$ cat src/rtl/pc_pkg.sv
// Shared constants and types for the program-counter sequencer.
// Optional build macro: PC_STACK_GUARD_EN.
package pc_pkg;

    localparam int PC_W      = 11;
    localparam int STK_DEPTH = 16;
    localparam int DEPTH_W   = $clog2(STK_DEPTH + 1);

    localparam logic [PC_W-1:0] RESET_VEC = 11'h000;

    typedef enum logic {
        RUN   = 1'b0,
        FLUSH = 1'b1
    } seq_state_t;

endpackage

$ cat src/rtl/pc_sequencer_stk_depth_ctr.sv
// Return-stack depth tracker with sticky overflow/underflow flags.
// PC_STACK_GUARD_EN gates strobes that would over/underflow the stack.
module stk_depth_ctr
    import pc_pkg::*;
(
    input  logic               clk,
    input  logic               reset,
    input  logic               push_req,
    input  logic               pop_req,
    output logic               push,
    output logic               pop,
    output logic [DEPTH_W-1:0] depth,
    output logic               ovf,
    output logic               unf
);

    logic [DEPTH_W-1:0] depth_q, depth_d;
    logic               ovf_q, ovf_d;
    logic               unf_q, unf_d;
    logic               full, empty;

    assign full  = (depth_q == DEPTH_W'(STK_DEPTH));
    assign empty = (depth_q == '0);

`ifdef PC_STACK_GUARD_EN
    assign push = push_req && !full;
    assign pop  = pop_req && !empty;
`else
    assign push = push_req;
    assign pop  = pop_req;
`endif

    always_comb begin
        depth_d = depth_q;
        ovf_d   = ovf_q || (push_req && full);
        unf_d   = unf_q || (pop_req && empty);
        if (push_req && !full) begin
            depth_d = depth_q + DEPTH_W'(1);
        end else if (pop_req && !empty) begin
            depth_d = depth_q - DEPTH_W'(1);
        end
    end

    always_ff @(posedge clk or negedge reset) begin
        if (!reset) begin
            depth_q <= '0;
            ovf_q   <= 1'b0;
            unf_q   <= 1'b0;
        end else begin
            depth_q <= depth_d;
            ovf_q   <= ovf_d;
            unf_q   <= unf_d;
        end
    end

    assign depth = depth_q;
    assign ovf   = ovf_q;
    assign unf   = unf_q;

endmodule

$ cat src/rtl/pc_sequencer.sv
// Fetch-address sequencer feeding the return-address stack.
// PC_STACK_GUARD_EN: blocked underflow returns go to RESET_VEC.
module pc_sequencer
    import pc_pkg::*;
(
    input  logic               clk,
    input  logic               reset,
    input  logic               stall,
    input  logic               jump,
    input  logic               call,
    input  logic               ret,
    input  logic               skip,
    input  logic [PC_W-1:0]    target,
    input  logic [PC_W-1:0]    stack_out,
    output logic [PC_W-1:0]    pc,
    output logic               flush,
    output logic               push,
    output logic               pop,
    output logic [PC_W-1:0]    stack_in,
    output logic [DEPTH_W-1:0] depth,
    output logic               stk_ovf,
    output logic               stk_unf
);

    seq_state_t      state_q, state_d;
    logic [PC_W-1:0] pc_q, pc_d;
    logic [PC_W-1:0] pc_inc, ret_pc;
    logic            run, push_req, pop_req;

    assign pc_inc   = pc_q + PC_W'(1);
    assign run      = (state_q == RUN) && !stall;
    assign push_req = run && call && !ret;
    assign pop_req  = run && ret;

    stk_depth_ctr u_depth (
        .clk      (clk),
        .reset    (reset),
        .push_req (push_req),
        .pop_req  (pop_req),
        .push     (push),
        .pop      (pop),
        .depth    (depth),
        .ovf      (stk_ovf),
        .unf      (stk_unf)
    );

`ifdef PC_STACK_GUARD_EN
    // pop is only dropped here when the stack is empty
    assign ret_pc = pop ? stack_out : RESET_VEC;
`else
    assign ret_pc = stack_out;
`endif

    always_comb begin
        pc_d    = pc_q;
        state_d = state_q;
        if (!stall) begin
            if (state_q == FLUSH) begin
                pc_d    = pc_inc;
                state_d = RUN;
            end else if (ret) begin
                pc_d    = ret_pc;
                state_d = FLUSH;
            end else if (call || jump) begin
                pc_d    = target;
                state_d = FLUSH;
            end else if (skip) begin
                pc_d    = pc_inc;
                state_d = FLUSH;
            end else begin
                pc_d    = pc_inc;
            end
        end
    end

    always_ff @(posedge clk or negedge reset) begin
        if (!reset) begin
            pc_q    <= RESET_VEC;
            state_q <= FLUSH;
        end else begin
            pc_q    <= pc_d;
            state_q <= state_d;
        end
    end

    assign pc       = pc_q;
    assign stack_in = pc_q;
    assign flush    = (state_q == FLUSH);

endmodule

$ cat config.mk
export PLATFORM = sky130hd
export DESIGN_NAME = pc_sequencer
export DESIGN_NICKNAME = d
export VERILOG_FILES = /design/src/rtl/pc_pkg.sv /design/src/rtl/pc_sequencer_stk_depth_ctr.sv /design/src/rtl/pc_sequencer.sv
export SDC_FILE = /design/constraint.sdc
export NUM_CORES = 1
export LEC_CHECK = 0
export BUFFER_PORTS_ARGS = -buffer_cell sky130_fd_sc_hd__buf_2
export CAP_MARGIN = 10
export CORE_UTILIZATION = 43
export CTS_CLUSTER_DIAMETER = 50
export DETAILED_ROUTE_END_ITERATION = 8
export PLACE_DENSITY = 0.73
export SKIP_CTS_REPAIR_TIMING = 1
export SYNTH_ARGS = -nofsm -noshare
export SYNTH_HDL_FRONTEND = slang
export SYNTH_SLANG_ARGS = --single-unit
$ cat constraint.sdc
create_clock -name clk -period 2.85 [get_ports clk]
set_input_delay 0.285 -clock clk [delete_from_list [all_inputs] [get_ports clk]]
set_output_delay 0.285 -clock clk [all_outputs]
set_load 0.05 [all_outputs]
==> impl_metrics.csv <==
group,metric,value,unit
status,status,"complete, no violations",
placed_design,io_buffer_count,60,
global_routing,antenna_found_initial,0,
sta,slew_headroom,0.5978,
power,p_leak,0.8027,nW
global_routing,grt.overflow.total,0,
worst_setup_path,reg2reg_setup_slack,360,ps
synth,synthTopCellsByCount,"dfrtp_1, nand2_1, nor2_1",
routing,wire_per_inst,13.97,µm
run,drv_cap,0,
synth,yosysSeqAreaShare,0.3229,
synth,synthesis.area,1476,µm²
synth,yosys.area.top_type,"dfrtp_1",
synth,synth_flop_cell,"dfrtp_1",
synth,synth.area.top_cells,"dfrtp_1, buf_4, nand2_1",
finish,layout-drive-gt1-share,0.3440,
die,io-pin-count,61,
sta,tightest_slew,601.1,ps
synth,avgSynthCellArea,8.685,µm²
worst_setup_path,path_max_fanout,13,
routing,wl,3.660,mm
finish,fillers,330,
sta,fin_skew,12.16,ps
global_routing,grt_pass1_vias,1321,
die,initial_core_util,0.4683,
sta,hold_viol_final,0,
clocking,clock_sinks,19,
power,p_seq_frac,0.306,
sta,fin_crit_sh,0.8736,
synth,synthArstFlopShare,1.000,
clocking,cts_buffers,3,
finish,final_area,1759,µm²
power,p_per_area,918.5,nW/µm²
die,floorplan.rows,20,
routing,via_count,1467,
die,coreArea,3153,µm²
routing,drtPass1Iterations,4,
sta,fin_tns_setup,0,ps
finish,utilization,0.5579,
global_routing,track_usage,0.2223,
synth,synth_cell_type_count,45,
finish,finalNetCount,253,
worst_setup_path,end_kind,"register",
sta,fmax,0.4016,GHz
clocking,clock_path_buffers,2,
power,swShare,0.5630,
routing,vias_per_cell,5.599,
die,die-width,60.60,µm
synth,ys_ff_latch,19,
die,die_h,60.60,µm
global_routing,grt_pass1_wl,6.078,mm
synth,netlist_instances,170,
worst_hold_path,holdPathStages,3,
power,p_total,1.616,mW
sta,finalCriticalPeriod,2490,ps
worst_hold_path,hold_class,"in -> reg",
power,internal-power,706.1,µW
finish,antennaDiodeCount,0,
synth,synth_top_area_share,0.3051,
synth,synth-warning-count,0,
worst_setup_path,arrival,2690,ps
clocking,root_buffer,"clkbuf_4",
power,ir_worst_vdd,0.5275,mV
clocking,clk-insertion-delay-late,310,ps
worst_setup_path,criticalPathCategory,"reg -> reg",
die,die_area,3672,µm²
power,p_comb_frac,0.604,
synth,synth-edff-count,0,
finish,syn_to_final_growth,19.15,%
sta,finalMaxSlewViolations,0,
global_routing,grt_max_degree,34,
clocking,path_clk_slew,120,ps
sta,rsz0062_at_grt,"no",
routing,drc,0,
routing,drt-initial-drc-count,85,
synth,yosysMostFrequentCell,"dfrtp_1",
sta,hold_ws,282.9,ps
placed_design,post-dp-hpwl,2.722,mm
clocking,htreeDepth,1,
clocking,cts_tree,"yes",
placed_design,gp_congestion,0.8190,
worst_setup_path,start_kind,"register",
worst_setup_path,cp_data_required_time,3050,ps
worst_setup_path,rr_worst_depth,7,
sta,setup_viol,0,
power,clkPwrFrac,0.090,
routing,drtAntennaViolNets,0,
power,power.switching,909.7,µW
placed_design,place_area,1723,µm²
synth,syn_nets,204,
-- critical path, stage by stage (launching register included) --
cell	delay (ps)
dfstp_2	450
or2_1	340
nor3b_4	310
nand2_1	190
fa_1	430
a21o_1	190
a21oi_1	160
mux4_2	300
-- cell usage in the layout, fill, tap and decap left out, types with 5 or more instances in the layout --
cell type,count
nor2_1,13
a22oi_1,7
dfrtp_1,18
o21ai_0,8
nand2_1,17
a21oi_1,9
nand2b_1,5
buf_2,60
nor3_1,5
inv_1,6
-- state kept, by name (all words and copies together) (netlist names) --
| register | cells |
|---|---|
| u_depth.unf | 1 |
| u_depth.ovf | 1 |
| u_depth.depth | 5 |
| pc | 11 |
| flush | 1 |
-- per-layer routing --
metal	global-route usage	wire (µm)	up-vias
li1	-	-	715
met1	0.3085	1611	680
met2	0.3485	1736	70
met3	0.05544	290	2
met4	0.05519	21	0
met5	0	0	-
-- worst paths after layout --
kind | from | end
max reg2reg | flush | u_depth.depth[4]
min reg2reg | u_depth.unf | u_depth.unf
max | flush | u_depth.depth[4]
min | skip | flush
max in group asynchronous | reset | flush
min in group asynchronous | reset | pc[6]
-- per-stage QoR --
| step | cells | setup slack [ps] |
|---|---|---|
| floorplan | 170 | 7.093 |
| global placement | 257 | 397.3 |
| detailed placement | 257 | 363.5 |
| CTS | 261 | 355.2 |
| global route | 262 | 149.2 |
| finish | 262 | 360.1 |
-- kinds of logic (layout without fill, tap and decap cells) --
kind of cell / after synthesis / after routing / synth area share
multiplexers: 6 / 6 / 0.05169
AO/OA/AOI/OAI: 50 / 50 / 0.2424
adder cells (fa/ha/maj): 5 / 5 / 0.04746
flip-flops: 19 / 19 / 0.3229
buffers and inverters: 25 / 73 / 0.09915
XOR/XNOR: 4 / 4 / 0.02373
AND/OR/NAND/NOR: 61 / 61 / 0.2127
-- power by group through the flow --
stage	registers [mW]	logic (mW)	clock network, mW
final	0.494	0.976	0.146
after global routing	0.518	1.05	0.167
after CTS	0.494	0.980	0.150
after detailed placement	0.498	0.975	0
after global placement	0.496	0.972	0
after floorplan	0.779	0.516	0
-- final cells by class --
cell class                 instances  area [µm²]  area share
multi-input combinational        126       853.3      0.4851
sequential                        19       476.7      0.2710
clock buffer                       4       26.28     0.01494
tap                               44       55.05     0.03129
inverter                           6       22.52     0.01280
timing repair buffer              63       325.3      0.1849
No activity file was read; power rests on OpenSTA's default activity.
